File: src/rtl/calc_key_sequencer.sv
// Keypad sequencer for the 2-digit calculator: debounces key codes, collects A-op-B-equal,
// hands operands to the arithmetic unit with a start/done handshake and drives the display path.
module calc_key_sequencer #(
  parameter int DEBOUNCE     = 4,
  parameter int CALC_TIMEOUT = 16
) (
  input  logic        clk,
  input  logic        rst,
  input  logic [7:0]  key_in,
  input  logic        calc_done,
  input  logic [13:0] calc_result,
  input  logic        calc_neg,
  output logic [6:0]  op_a,
  output logic [6:0]  op_b,
  output logic [1:0]  op_sel,
  output logic        calc_start,
  output logic [13:0] disp_bin,
  output logic [2:0]  disp_len,
  output logic        disp_neg,
  output logic        disp_err,
  output logic        busy,
  output logic [3:0]  state_dbg
);
  // Handshake: calc_start is a one-cycle pulse in the first CALC cycle; calc_done is
  // accepted in any later CALC cycle and ignored in every other state.
  localparam int KW = $clog2(DEBOUNCE + 1);
  localparam int TW = $clog2(CALC_TIMEOUT) + 1;

  typedef enum logic [3:0] {
    S_A0, S_A1, S_A2, S_OP, S_B1, S_B2, S_CALC, S_SHOW, S_ERR
  } state_t;

  state_t        state, state_n;
  logic [7:0]    key_q;
  logic [KW-1:0] key_cnt, key_cnt_n;
  logic          armed;
  logic [7:0]    key_s;
  logic          press, is_digit, is_op, is_eq, is_clr;
  logic [6:0]    a, a_n, b, b_n;
  logic [1:0]    sel, sel_n;
  logic [13:0]   res, res_n;
  logic          res_neg, res_neg_n;
  logic [TW-1:0] tcnt, tcnt_n;
  logic [6:0]    dval;

  function automatic logic [2:0] digits(input logic [13:0] v);
    if (v < 14'd10)        return 3'd1;
    else if (v < 14'd100)  return 3'd2;
    else if (v < 14'd1000) return 3'd3;
    else                   return 3'd4;
  endfunction

  // Unknown codes collapse to "no key" before counting.
  always_comb begin
    key_s     = (key_in <= 8'h0E) ? key_in : 8'hFF;
    key_cnt_n = (key_s != key_q) ? KW'(1)
              : (key_cnt == KW'(DEBOUNCE)) ? key_cnt : key_cnt + 1'b1;
    press     = armed && (key_s != 8'hFF) && (key_cnt_n == KW'(DEBOUNCE));
    is_digit  = press && (key_s <= 8'h09);
    is_op     = press && (key_s >= 8'h0A) && (key_s <= 8'h0C);
    is_eq     = press && (key_s == 8'h0D);
    is_clr    = press && (key_s == 8'h0E);
    dval      = {3'b000, key_s[3:0]};
  end

  always_comb begin
    state_n   = state;
    a_n       = a;
    b_n       = b;
    sel_n     = sel;
    res_n     = res;
    res_neg_n = res_neg;
    tcnt_n    = '0;
    case (state)
      S_A0: if (is_digit) begin a_n = dval; state_n = S_A1; end
      S_A1: begin
        if (is_digit) begin a_n = a * 7'd10 + dval; state_n = S_A2; end
        else if (is_op) begin sel_n = key_s[1:0] - 2'd2; state_n = S_OP; end
      end
      S_A2: if (is_op) begin sel_n = key_s[1:0] - 2'd2; state_n = S_OP; end
      S_OP: begin
        if (is_digit) begin b_n = dval; state_n = S_B1; end
        else if (is_op) sel_n = key_s[1:0] - 2'd2;
      end
      S_B1: begin
        if (is_digit) begin b_n = b * 7'd10 + dval; state_n = S_B2; end
        else if (is_eq) state_n = S_CALC;
      end
      S_B2: if (is_eq) state_n = S_CALC;
      S_CALC: begin
        tcnt_n = tcnt + 1'b1;
        if (tcnt != '0 && calc_done) begin
          res_n     = calc_result;
          res_neg_n = calc_neg;
          state_n   = S_SHOW;
        end else if (tcnt == TW'(CALC_TIMEOUT - 1)) begin
          state_n = S_ERR;
        end
      end
      S_SHOW: begin
        if (is_digit) begin
          a_n = dval; b_n = '0; state_n = S_A1;
        end else if (is_op && !res_neg && res <= 14'd99) begin
          a_n = res[6:0]; b_n = '0; sel_n = key_s[1:0] - 2'd2; state_n = S_OP;
        end
      end
      default: ;
    endcase
    if (is_clr) begin
      state_n = S_A0; a_n = '0; b_n = '0; sel_n = '0;
      res_n = '0; res_neg_n = 1'b0; tcnt_n = '0;
    end
  end

  always_ff @(posedge clk) begin
    if (!rst) begin
      state <= S_A0; key_q <= '0; key_cnt <= '0; armed <= 1'b1;
      a <= '0; b <= '0; sel <= '0; res <= '0; res_neg <= 1'b0; tcnt <= '0;
    end else begin
      state   <= state_n;
      key_q   <= key_s;
      key_cnt <= key_cnt_n;
      if (press) armed <= 1'b0;
      else if (key_s == 8'hFF && key_cnt_n == KW'(DEBOUNCE)) armed <= 1'b1;
      a <= a_n; b <= b_n; sel <= sel_n;
      res <= res_n; res_neg <= res_neg_n; tcnt <= tcnt_n;
    end
  end

  // CALC is only entered from B1/B2, so showing B there keeps the previous display.
  always_comb begin
    op_a       = a;
    op_b       = b;
    op_sel     = sel;
    busy       = (state == S_CALC);
    calc_start = (state == S_CALC) && (tcnt == '0);
    state_dbg  = state;
    disp_bin   = '0;
    disp_len   = '0;
    disp_neg   = 1'b0;
    disp_err   = 1'b0;
    case (state)
      S_A1, S_A2, S_OP: begin
        disp_bin = {7'b0, a};
        disp_len = (a < 7'd10) ? 3'd1 : 3'd2;
      end
      S_B1, S_B2, S_CALC: begin
        disp_bin = {7'b0, b};
        disp_len = (b < 7'd10) ? 3'd1 : 3'd2;
      end
      S_SHOW: begin
        disp_bin = res;
        disp_len = digits(res);
        disp_neg = res_neg;
      end
      S_ERR: disp_err = 1'b1;
      default: ;
    endcase
  end
endmodule

File: config.mk
export PLATFORM = sky130hd
export DESIGN_NAME = calc_key_sequencer
export DESIGN_NICKNAME = d
export VERILOG_FILES = /design/src/rtl/calc_key_sequencer.sv
export SDC_FILE = /design/constraint.sdc
export NUM_CORES = 1
export LEC_CHECK = 0
export ABC_AREA = 1
export BUFFER_PORTS_ARGS = -buffer_cell sky130_fd_sc_hd__buf_2
export CORE_MARGIN = 1
export CORE_UTILIZATION = 45
export CTS_CLUSTER_SIZE = 25
export DETAILED_ROUTE_END_ITERATION = 8
export GPL_TIMING_DRIVEN = 0
export PLACE_DENSITY = 0.67
export SLEW_MARGIN = 20
export SYNTH_ARGS = -nofsm -noshare
export SYNTH_HDL_FRONTEND = slang
export SYNTH_SLANG_ARGS = --single-unit
File: constraint.sdc
create_clock -name clk -period 3.4 [get_ports clk]
set_clock_uncertainty 0.1 [all_clocks]
set_input_delay 0.34 -clock clk [delete_from_list [all_inputs] [get_ports clk]]
set_output_delay 0.34 -clock clk [all_outputs]
set_load 0.02 [all_outputs]
Word-level counts from Yosys, hierarchy flattened
Index checks and enable logic that the tools add are counted.
- output and inout bits: 41
- word-level logic and storage cells: 124
- input port bits: 26
- register bits: 52
- magnitude comparators: 10
- multiply operators: 2
- bitwise gates (word level): 2
- equal/unequal tests: 25
- add/subtract/negate cells: 5
- reduce and logical (&&, ||, !) cells: 31
- multiplexer cells: 39
- operators with widths (cell ; count):
    7-bit two-way mux ; 7
    14-bit case mux with 3 select lines ; 1
    7-bit case mux with 3 select lines ; 2
    4-bit two-way mux ; 10
    4-bit case mux with 8 select lines ; 1
    8-bit by 4-bit <= comparator with 1-bit output (second input constant) ; 3
    4-bit by 3-bit == test with 1-bit output (second input constant) ; 4
    8-bit by 4-bit == test with 1-bit output (second input constant) ; 2
    3-bit two-way mux ; 5
    7-bit by 4-bit adder with 7-bit output ; 2
    14-bit by 7-bit <= comparator with 1-bit output (second input constant) ; 1
    14-bit by 10-bit less-than comparator with 1-bit output (second input constant) ; 1
    14-bit by 4-bit less-than comparator with 1-bit output (second input constant) ; 1
    14-bit by 7-bit less-than comparator with 1-bit output (second input constant) ; 1
    7-bit by 4-bit less-than comparator with 1-bit output (second input constant) ; 2
    7-bit by 3-bit multiplier with 6-bit output (second input constant) ; 2
    2-bit != test (second input constant) ; 7
    1-bit logical AND ; 12
    2-bit two-way mux ; 6
    4-bit AND reduction ; 3
    3-bit case mux with 3 select lines ; 1
    3-bit nonzero test ; 3
    3-bit OR reduction ; 3
    4-bit by 2-bit == test with 1-bit output (second input constant) ; 2
    26 further kinds ; 32

Depth between registers and ports, before layout
- word-level depth: 13
- depth in mapped cells: 19
- mapped depth without buffers: 18

Least setup slack after synthesis
OpenSTA, ideal clock, no wires.
- path type: register -> output
- from: register state[2] (netlist: state_dbg[2])
- to: output disp_bin[0]
- stages on the path, launching flop included: 9
- path slack: 942 ps
- data arrival time: 2018 ps
- cell sequence: dfxtp_1 inv_1 nor2_1 inv_1 nor2_1 inv_1 clkbuf_1 clkbuf_1 o221ai_1
- cells in the longest elaborated chain, start to end: 3
- elaborated cells between the ends (all ways): 10
- classes of those cells: eq/ne: 7; mux: 1; reduce/logical: 2
- RTL lines (item ; RTL line ; RTL):
    start, declared ; 33 ; state_t state, state_n;
    start signal, assigned ; 120 ; state <= state_n;
    4-bit by 3-bit == test with 1-bit output, or another cell as far along ; 142 ; case (state)
    3-bit OR reduction ; 142 ;
    14-bit case mux with 3 select lines (*) ; 142 ;
    end, declared ; 17 ; output logic [13:0] disp_bin,
Every way passes the cells marked *; elsewhere a longest branch is shown, timed or not.

Worst setup path in the final report
Same ends and word-level chain as after synthesis.

==> results.sh <==
export IMPL_run_status="finished, final reports clean"
export IMPL_worstMarginPinSlew_ns=0.969
export IMPL_seqPwrFrac=0.484
export IMPL_fmax_mhz=309
export IMPL_vias_per_cell=5.09
export IMPL_crit_fanout=10
export IMPL_crit_required_ns=2.96
export IMPL_worst_setup_path_type="flop to output pin"
export IMPL_postRouteAntennaNets=0
export IMPL_first_pass_iters=4
export IMPL_vdd_ir_drop_max_uv=147
export IMPL_antenna_found_initial=0
export IMPL_hold_path_class="input pin to flop"
export IMPL_cap_violations=0
export IMPL_cts_buffers=5
export IMPL_synth_cell_types=43
export IMPL_numPortBuffers=65
export IMPL_slowest_delay_ns=0.54
export IMPL_seq_area_um2=1040
export IMPL_critPathLaunchType="flop"
export IMPL_p_int_mw=0.947
export IMPL_sw_frac_of_total=0.281
export IMPL_final_setup_tns_ns=0
export IMPL_dieArea_um2=8220
export IMPL_core_area_um2=7410
export IMPL_path_cells="inv_1 > nor2_1 > inv_1 > nor2_1 > inv_1 > clkbuf_1 > clkbuf_1 > o221ai_1 > buf_2"
export IMPL_post_cts_buffers=0
export IMPL_clock_power_share=0.348
export IMPL_crit_path_end_kind="output pin"
export IMPL_grt_pass1_vias=3245
export IMPL_clk_latency_ns=0.31
export IMPL_postCtsHoldBufs=0
export IMPL_grt_remaining_overflow=0
export IMPL_relSlewSlack=0.349
export IMPL_power_density_nw_per_um2=320
export IMPL_fin_ws_ns=0.167
export IMPL_wirelength_mm=8.99
export IMPL_cts_htree_levels=2
export IMPL_clk_path_buf_depth=2
export IMPL_die_w_um=90.7
export IMPL_wl_per_cell_um=13.2
export IMPL_comb_power_share=0.167
export IMPL_fill_cells=766
export IMPL_layout_nets=631
export IMPL_multi_input_area_um2=2080
export IMPL_grt_usage=0.229
export IMPL_ios=67
export IMPL_finalHoldViolations=0
export IMPL_layout_drive_gt1_share=0.197
export IMPL_place_gp_congestion=0.905
export IMPL_diodes=0
export IMPL_setup_viol=0
export IMPL_fin_crit_ns=3.23
export IMPL_ys_warn_count=0
export IMPL_synthTopCellsByArea="dfxtp_1, nor2_1, inv_1, nand2_1, ha_1"
export IMPL_dp_slack_ns=0.244
export IMPL_rsz0062_at_grt="false"
export IMPL_synth_nets=559
export IMPL_r2r_worst_path_cells=11
export IMPL_netlist_area_um2=3540
export IMPL_initial_utilization=0.477
export IMPL_switching_power_mw=0.369
export IMPL_synth_edf_count=0
export IMPL_cts_root_buf="clkbuf_8"
export IMPL_r2r_setup_slack_ns=0.91
export IMPL_yosysSeqAreaShare=0.294
export IMPL_min_period_over_period=0.951
export IMPL_cts_resized=0
export IMPL_ys_seq_elements=52
export IMPL_synth_flop_cell="dfxtp_1"
export IMPL_dpl_hpwl_mm=7.12
export IMPL_drc=0
export IMPL_drt_initial_drc_count=169
export IMPL_syn2layout_area_growth_pct=16.1
export IMPL_crit_top_cell="inv_1"
export IMPL_synth_top_area_cell="dfxtp_1"
export IMPL_path_clk_slew_ns=0.10
export IMPL_cts_tree="yes"
export IMPL_grt_pass1_wl_mm=15.3
export IMPL_synth_most_common_cell="nor2_1"
export IMPL_crit_slowest_cell="nor2_1"
export IMPL_critical_path_arrival_ns=2.79
export IMPL_synth_common_cells="nor2_1, inv_1, nand2_1"
export IMPL_syn_inst=510
export IMPL_clock_sinks=52
export IMPL_ys_async_sr_fraction=0
export IMPL_maxSlewViolCount=0
export IMPL_p_leak_nw=1.97
export IMPL_grt_max_degree=17
export IMPL_chipHeight_um=90.7
export IMPL_hold_depth=3
export IMPL_syn_area_per_cell_um2=6.94
export IMPL_synth_top_area_share=0.294
export IMPL_rows=31
export IMPL_dr_total_vias=3470
flip-flops by register name (all words and copies together) (netlist names):
name / cells
tcnt: 5
op_b: 7
op_a: 7
key_cnt: 3
armed: 1
res_neg: 1
key_q: 8
op_sel: 2
state_dbg: 4
res: 14
metrics by stage:
stage | utilization | hold WS (ns) | power (mW) | cell area (um2) | cells
floorplan | - | 0.330 | 0.805 | 3540 | 510
global placement | 0.538 | 0.350 | 0.864 | 3990 | 674
detailed placement | 0.538 | 0.356 | 0.870 | 3990 | 674
CTS | 0.554 | 0.197 | 1.33 | 4110 | 682
global route | 0.554 | 0.194 | 1.39 | 4110 | 682
finish | 0.554 | 0.201 | 1.32 | 4110 | 682
cell type report:
| type | instances | area share |
|---|---|---|
| buffer | 12 | 0.0174 |
| clock buffer | 6 | 0.0201 |
| clock inverter | 2 | 0.00944 |
| inverter | 91 | 0.0832 |
| multi-input combinational | 355 | 0.507 |
| sequential | 52 | 0.253 |
| tap | 99 | 0.0302 |
| timing repair buffer | 65 | 0.0792 |
worst max-delay path: cells and delay by family, from the launching register on:
| kind | cells | cell delay, ns |
|---|---|---|
| flops | 1 | 0.40 |
| buf+inv | 6 | 1.11 |
| simple gates | 2 | 0.72 |
| compound gates | 1 | 0.24 |
worst paths after layout:
check | startpoint | to
min | calc_result[10] | res[10]
min reg2reg | tcnt[0] | tcnt[0]
max reg2reg | state_dbg[2] | op_a[4]
max | state_dbg[2] | disp_bin[0]
power by group through the flow:
stage | combinational, mW | clock [mW] | sequential [mW]
global route | 0.248 | 0.499 | 0.640
detailed placement | 0.218 | 0 | 0.652
finish | 0.220 | 0.458 | 0.637
floorplan | 0.148 | 0 | 0.658
CTS | 0.220 | 0.469 | 0.638
global placement | 0.214 | 0 | 0.651
cell usage in the layout, fill, tap and decap left out, types with 2 or more instances in the layout:
master and instances:
buf_2 68, nor3_1 8, or2_2 4, nor2_4 5
clkbuf_1 6, a21oi_1 20, nand2_2 7, nor4_1 3
a31oi_1 2, inv_1 85, a221o_1 4, nor2_1 94
a22o_1 2, o21ai_0 8, a211oi_1 18, xor2_1 6
nor2_2 4, nand3_2 3, nand3_1 14, inv_2 6
buf_6 3, a22oi_1 2, nand2_1 85, nand4_1 8
o221ai_1 5, nand2_4 3, clkbuf_8 6, ha_1 19
o21ai_1 8, xnor2_1 7, dfxtp_1 52, fa_1 4
cells by family (layout without fill, tap and decap cells):
| logic type | after synthesis | count (layout) | share of synthesized area |
|---|---|---|---|
| AO/OA/AOI/OAI | 77 | 77 | 0.147 |
| AND/OR/NAND/NOR | 242 | 242 | 0.320 |
| flip-flops | 52 | 52 | 0.294 |
| XOR/XNOR | 13 | 13 | 0.0322 |
| adder cells (fa/ha/maj) | 23 | 23 | 0.0898 |
| buffers and inverters | 103 | 176 | 0.117 |
metal layers:
metal | track usage | wire (um) | vias up
li1 | - | - | 1793
met1 | 0.320 | 4320 | 1574
met2 | 0.364 | 4040 | 90
met3 | 0.0362 | 495 | 13
met4 | 0.0632 | 133 | 0
met5 | 0 | 0 | -
Note: power is estimated with default switching activity, not from simulation.
